`src/rtl/serial_to_parallel.sv`:
```
// LSB-first serial-to-parallel receiver with a one-word holding register.
// Words completing while the holding register is still occupied are dropped and flagged.
module serial_to_parallel #(
  parameter int WIDTH = 4,
  localparam int CW = $clog2(WIDTH + 1)
) (
  input  logic             clk_i,
  input  logic             rst_i,
  input  logic             s_valid_i,
  input  logic             s_data_i,
  input  logic             flush_i,
  input  logic             p_ready_i,
  input  logic             clr_ovr_i,
  output logic [WIDTH-1:0] p_data_o,
  output logic             p_valid_o,
  output logic             busy_o,
  output logic [CW-1:0]    bit_count_o,
  output logic             overrun_o
);

  typedef enum logic {IDLE, RECV} state_e;

  localparam logic [CW-1:0] LAST_IDX = CW'(WIDTH - 1);

  state_e            state_q, state_d;
  logic [CW-1:0]     cnt_q, cnt_d;
  logic [WIDTH-1:0]  shift_q, shift_d;
  logic [WIDTH-1:0]  pdata_q, pdata_d;
  logic              pvalid_q, pvalid_d;
  logic              ovr_q, ovr_d;

  logic              take, last, consume, drop;
  logic [WIDTH-1:0]  word;

  assign take    = s_valid_i && !flush_i;
  assign last    = take && (cnt_q == LAST_IDX);
  assign consume = pvalid_q && p_ready_i;
  assign word    = {s_data_i, shift_q[WIDTH-2:0]};
  assign drop    = last && pvalid_q && !p_ready_i;

  always_ff @(posedge clk_i) begin
    if (rst_i) begin
      state_q  <= IDLE;
      cnt_q    <= '0;
      shift_q  <= '0;
      pdata_q  <= '0;
      pvalid_q <= 1'b0;
      ovr_q    <= 1'b0;
    end else begin
      state_q  <= state_d;
      cnt_q    <= cnt_d;
      shift_q  <= shift_d;
      pdata_q  <= pdata_d;
      pvalid_q <= pvalid_d;
      ovr_q    <= ovr_d;
    end
  end

  always_comb begin
    state_d  = state_q;
    cnt_d    = cnt_q;
    shift_d  = shift_q;
    pdata_d  = pdata_q;
    pvalid_d = pvalid_q;

    // Flush wins over a same-cycle bit, so a would-be final bit never forms a word.
    if (flush_i) begin
      state_d = IDLE;
      cnt_d   = '0;
      shift_d = '0;
    end else if (last) begin
      state_d = IDLE;
      cnt_d   = '0;
      shift_d = '0;
    end else if (take) begin
      state_d = RECV;
      cnt_d   = cnt_q + CW'(1);
      shift_d = shift_q | (WIDTH'(s_data_i) << cnt_q);
    end

    // A consume on the completing edge frees the slot for the new word.
    if (last && (!pvalid_q || p_ready_i)) begin
      pdata_d  = word;
      pvalid_d = 1'b1;
    end else if (consume) begin
      pvalid_d = 1'b0;
    end

    ovr_d = drop || (ovr_q && !clr_ovr_i);
  end

  assign p_data_o    = pdata_q;
  assign p_valid_o   = pvalid_q;
  assign busy_o      = (state_q == RECV);
  assign bit_count_o = cnt_q;
  assign overrun_o   = ovr_q;

endmodule

```
`config.mk`:
```
export PLATFORM = sky130hd
export DESIGN_NAME = serial_to_parallel
export DESIGN_NICKNAME = d
export VERILOG_FILES = /design/src/rtl/serial_to_parallel.sv
export SDC_FILE = /design/constraint.sdc
export NUM_CORES = 1
export LEC_CHECK = 0
export CORE_AREA = 8 8 45 47
export DETAILED_ROUTE_END_ITERATION = 8
export DIE_AREA = 0 0 53 55
export PLACE_DENSITY = 0.74
export SETUP_SLACK_MARGIN = 0.02
export SLEW_MARGIN = 20
export SYNTH_ARGS = -nofsm -noshare
export SYNTH_HDL_FRONTEND = slang
export SYNTH_SLANG_ARGS = --single-unit
```
`constraint.sdc`:
```
create_clock -name clk_i -period 3.37 [get_ports clk_i]
set_clock_uncertainty 0.05 [all_clocks]
set_input_delay 0.674 -clock clk_i [delete_from_list [all_inputs] [get_ports clk_i]]
set_output_delay 0.674 -clock clk_i [all_outputs]
set_load 0.01 [all_outputs]
```
==> results of run 1 <==
[layout by cell type, fill, tap and decap left out]
master / instances
mux2i_1: 5
nor2b_1: 1
nand2_1: 3
and3b_1: 1
o31ai_1: 1
nand4b_1: 1
o21ai_0: 1
nor4bb_1: 1
xnor2_1: 1
ha_1: 2
a211o_1: 1
dfxtp_1: 13
inv_1: 2
nand2b_1: 8
a21oi_1: 2
a211oi_1: 2
a32oi_1: 1
nor2_1: 8
clkbuf_1: 1
nor2b_4: 1
clkbuf_4: 3
clkdlybuf4s50_1: 16
[worst reg2reg max path, delay by kind of cell, from the launching register on]
kind                       cells  cell delay, ns
AOI/OAI and AO/OA              2            0.64
adders and majority gates      2            0.43
DFF                            1            0.36
[power by group]
| group | total, mW | internal (mW) | switching, mW |
|---|---|---|---|
| Sequential | 0.157 | 0.155 | 0.00141 |
| Combinational | 0.0244 | 0.0142 | 0.0102 |
| Clock | 0.0906 | 0.0457 | 0.0449 |
| Total | 0.272 | 0.215 | 0.0565 |
[final cells by class]
type                       instances  area [sq um]  share of cell area
inverter                           2          7.51             0.00998
timing repair buffer              16           160               0.213
clock buffer                       4          26.3              0.0349
tap                               16          20.0              0.0266
sequential                        13           260               0.346
multi-input combinational         40           278               0.369
[cells by family after synthesis]
kind of cell / count (synthesis) / share of synthesized area
fa+ha+maj: 2 / 0.0438
simple gates: 24 / 0.243
buf+inv: 5 / 0.0591
mux: 5 / 0.0875
xor+xnor: 1 / 0.0153
compound gates: 8 / 0.0963
flops: 13 / 0.455
[state kept, by name, indices dropped and copies added (netlist names)]
name and count:
p_valid_o 1, p_data_o 4, shift_q 3, overrun_o 1, busy_o 1, bit_count_o 3
[worst paths after layout]
| path | cells past startpoint | endpoint | slack, ns |
|---|---|---|---|
| setup / recovery | 1 | bit_count_o[1] | 1.38 |
| hold / removal | 2 | shift_q[2] | 0.41 |
| setup reg to reg | 4 | shift_q[0] | 1.81 |
| hold reg to reg | 2 | shift_q[2] | 0.41 |
[through the flow]
| step | instances | instance area (sq um) | util | power (mW) | hold WS, ns |
|---|---|---|---|---|---|
| after floorplan | 58 | 572 | - | 0.173 | 0.376 |
| after global placement | 87 | 726 | 0.524 | 0.184 | 0.391 |
| after detailed placement | 87 | 726 | 0.524 | 0.185 | 0.393 |
| after CTS | 91 | 752 | 0.543 | 0.277 | 0.411 |
| after global routing | 91 | 752 | 0.543 | 0.288 | 0.428 |
| final | 91 | 752 | 0.543 | 0.272 | 0.405 |
[layer usage]
metal | vias to the layer above | GRT usage | share of wire
met1 | 188 | 0.0905 | 0.46
met2 | 13 | 0.131 | 0.45
met5 | - | 0 | 0
li1 | 231 | - | -
met4 | 0 | 0.0517 | 0.0078
met3 | 2 | 0.0374 | 0.083
==> impl_metrics.tcl, run 1 <==
set metrics [dict create \
    drive_gt1_frac 0.0533 \
    crit_path_max_incr_delay_ns 0.58 \
    post-route-min-period_ns 1.99 \
    cp.arrival_ns 1.27 \
    syn_inst 58 \
    tritoncts "done" \
    finalWirelength_mm 1.02 \
    fin_tns_setup_ns 0 \
    rr_startpoint "bit_count_o[1]" \
    slew_viol_final 0 \
    powerDensity_nw_per_um2 361 \
    grt_max_degree 13 \
    worstPathMaxFanout 6 \
    worst_slack_ns 1.38 \
    pre_cts_ws_ns 1.22 \
    endpoint_kind "output port" \
    max_cap_violations 0 \
    syn_area_sq_um 572 \
    synth_top_cells_by_count "13 x dfxtp_1, 8 x nand2b_1, 8 x nor2_1, 5 x mux2i_1, 3 x nand2_1" \
    period_share 0.591 \
    cts.repair.resized 0 \
    gp_congestion 0.700 \
    min-delay-start "shift_q[2]" \
    ys_async_sr_fraction 0 \
    synth_edf_count 0 \
    antenna_left 0 \
    clkSlewWorstSetupHoldPaths_ns 0.07 \
    viasPerCell 4.77 \
    hold_buffers 0 \
    yosysWarnings 0 \
    grt_pass1_wl_mm 1.81 \
    synthMostInstantiatedCell "dfxtp_1" \
    clock.fmax_mhz 502 \
    synth_fp_nets 67 \
    cp_cell_sequence "clkdlybuf4s50_1" \
    cts_setup_buffers 0 \
    htreeDepth 1 \
    ioPinCount 17 \
    rows 14 \
    synth_top_cells_by_area "dfxtp_1 46%, mux2i_1 8.8%, nand2b_1 8.8%, nor2_1 5.3%, ha_1 4.4%" \
    n_fill_cell 132 \
    clockRootBuffer "clkbuf_4" \
    gr-total-overflow 0 \
    crit_type "reg2out" \
    yosysUniqueCellTypes 21 \
    clock_latency_ns 0.27 \
    outcome "complete, no violations" \
    antenna_cells 0 \
    synth_area_leader_cell "dfxtp_1" \
    grt.total_usage 0.0833 \
    drt_iter0_markers 7 \
    cts_sinks 13 \
    dieWidth_um 53 \
    vias 434 \
    cts_inserted_buffers 3 \
    port_buffers 16 \
    rsz0062_at_grt "false" \
    yosysSeqAreaShare 0.455 \
    synth_top_area_share 0.455 \
    drc 0 \
    die_area_sq_um 2920 \
    leakage_nw 0.268 \
    cp_top_family "buffers and inverters" \
    cp-startpoint "bit_count_o[1]" \
    synth-seq-cells 13 \
    synth_flop_cell "dfxtp_1" \
    area_delta_synth_final_pct 31.5 \
    start_kind "flip-flop" \
    slowest_stage "clkdlybuf4s50_1" \
    path_buf_inv 1 \
    avgRoutedWirePerCell_um 11.3 \
    setup_violations 0 \
    required_ns 2.65 \
    slew_headroom 0.759 \
    hold_viol 0 \
    core_area_sq_um 1380 \
    grt_pass1_vias 438 \
    hpwl_um 833 \
    ir_drop_mv 0.202 \
    die_h_um 55 \
    start_util 0.413 \
    tightest_slew_ns 0.359 \
    clk_path_buf_depth 2 \
    hold_path.class "reg2reg" \
    syn_avg_cell_area_sq_um 9.86 \
    antenna_found_initial 0 \
    drtPass1Iterations 2 \
    final_nets 85 \
]
No activity file was read; power rests on OpenSTA's default activity.
==> inputs of run 2 (changes only) <==
Settings changed: CORE_AREA 8 8 45 47 to default, CORE_MARGIN from default to 8, CORE_UTILIZATION from default to 43, DIE_AREA 0 0 53 55 to default.
Clock period 3.37 ns to 1.98 ns, I/O delays scaled along.
==> impl_metrics.tcl, run 2 (same netlist as run 1, synthesis figures left out) <==
set metrics [dict create \
    outcome "complete, no violations" \
    grt_pass1_wl_mm 1.79 \
    slew_viol_final 0 \
    drtPass1Iterations 2 \
    min-delay-start "busy_o" \
    cp.arrival_ns 1.29 \
    powerDensity_nw_per_um2 616 \
    crit_path_max_incr_delay_ns 0.58 \
    grt_max_degree 10 \
    period_share 0.876 \
    setup_violations 0 \
    endpoint_kind "output port" \
    required_ns 1.53 \
    cts_sinks 13 \
    dieWidth_um 52.5 \
    worstPathMaxFanout 6 \
    holdPathEnd "busy_o" \
    area_delta_synth_final_pct 34.1 \
    r2r_end "shift_q[0]" \
    viasPerCell 4.91 \
    finalWirelength_mm 1.09 \
    grt_pass1_vias 426 \
    rr_startpoint "bit_count_o[0]" \
    post-route-min-period_ns 1.74 \
    start_kind "flip-flop" \
    cp_cell_sequence "clkdlybuf4s50_1" \
    rrSetupSlack_ns 0.39 \
    slew_headroom 0.740 \
    clockRootBuffer "clkbuf_4" \
    path_buf_inv 1 \
    rsz0062_at_grt "false" \
    antenna_left 0 \
    hpwl_um 816 \
    worstHoldPathCells 2 \
    avgRoutedWirePerCell_um 11.9 \
    grt.total_usage 0.0871 \
    final_common_cell "clkdlybuf4s50_1" \
    drc 0 \
    final_cell_mix "16 x clkdlybuf4s50_1, 13 x dfxtp_1, 8 x nor2_1, 8 x nand2b_1, 5 x mux2i_1" \
    leakage_nw 0.280 \
    die_area_sq_um 2750 \
    core_area_sq_um 1270 \
    clock_latency_ns 0.28 \
    drt_iter0_markers 5 \
    slowest_stage "clkdlybuf4s50_1" \
    fin_tns_setup_ns 0 \
    cts.repair.resized 0 \
    hold_path.class "reg2reg" \
    cts_inserted_buffers 3 \
    ioPinCount 17 \
    drive_gt1_frac 0.0909 \
    place_inst 88 \
    rows 13 \
    cp_top_family "buffers and inverters" \
    port_buffers 16 \
    clk_path_buf_depth 2 \
    antenna_cells 0 \
    clkSlewWorstSetupHoldPaths_ns 0.08 \
    antenna_found_initial 0 \
    hold_buffers 0 \
    gr-total-overflow 0 \
    start_util 0.451 \
    tritoncts "done" \
    vias 452 \
    gp_congestion 0.722 \
    largest_reg_flops 4 \
    die_h_um 52.5 \
    htreeDepth 1 \
    clock.fmax_mhz 576 \
    ir_drop_mv 0.358 \
    cts_setup_buffers 0 \
    max_cap_violations 0 \
    reg2regPathDepth 4 \
    cp-startpoint "bit_count_o[1]" \
    hold_viol 0 \
    crit_type "reg2out" \
    instances_no_fill 92 \
    tightest_slew_ns 0.387 \
    final_nets 87 \
]
run 2: changes by cell type in the layout (fill, tap and decap cells not counted), sizes merged:
cell	delta
buf	+2
clkinv	+1
clkbuf	-1
run 2: worst max path at each step:
| stage | to | slack (ns) | depth (start not counted) |
|---|---|---|---|
| 3_3_place_gp | shift_q[0] | 0.29 | 5 |
| 5_1_grt | bit_count_o[1] | 0.17 | 1 |
| 3_5_place_dp | shift_q[0] | 0.25 | 5 |
| 2_1_floorplan | shift_q[0] | 0.51 | 4 |
| 4_1_cts | bit_count_o[1] | 0.22 | 1 |
| 6_report | bit_count_o[1] | 0.24 | 1 |
run 2: report_power, final:
group	switching, mW	leakage (nW)	total [mW]	internal (mW)
combinational	0.0182	0.158	0.0449	0.0267
clock	0.0859	0.0177	0.161	0.0750
sequential	0.00245	0.105	0.266	0.264
total	0.107	0.280	0.472	0.366
run 2: area by class of cell:
cell class,count,area (sq um)
clock buffers,3,22.5
well taps,15,18.8
clock inverters,1,5.00
repair buffers,18,175
flip-flops and latches,13,260
multi-input cells,40,278
inverters,2,7.51
fillers,125,502
run 2: stage by stage:
stage	cell area (sq um)	util	setup WS, ns	hold WS [ns]	power [mW]
6_report	767	0.605	0.245	0.423	0.472
5_1_grt	767	0.605	0.172	0.447	0.494
4_1_cts	767	0.605	0.224	0.425	0.482
3_5_place_dp	739	0.583	0.246	0.410	0.318
3_3_place_gp	739	0.583	0.291	0.392	0.317
2_1_floorplan	572	-	0.512	0.376	0.295
run 2: per-layer routing:
| layer | vias to the layer above | wire, um | GRT usage |
|---|---|---|---|
| met2 | 12 | 491 | 0.132 |
| met1 | 203 | 473 | 0.0889 |
| met3 | 2 | 118 | 0.0625 |
| li1 | 235 | - | - |
| met4 | 0 | 8 | 0.0388 |
| met5 | - | 0 | 0 |
run 2: worst reg2reg max path: cells and delay by family (launching register included):
family          cells  cell delay [ns]
flops               1             0.36
fa+ha+maj           2             0.44
compound gates      2             0.66
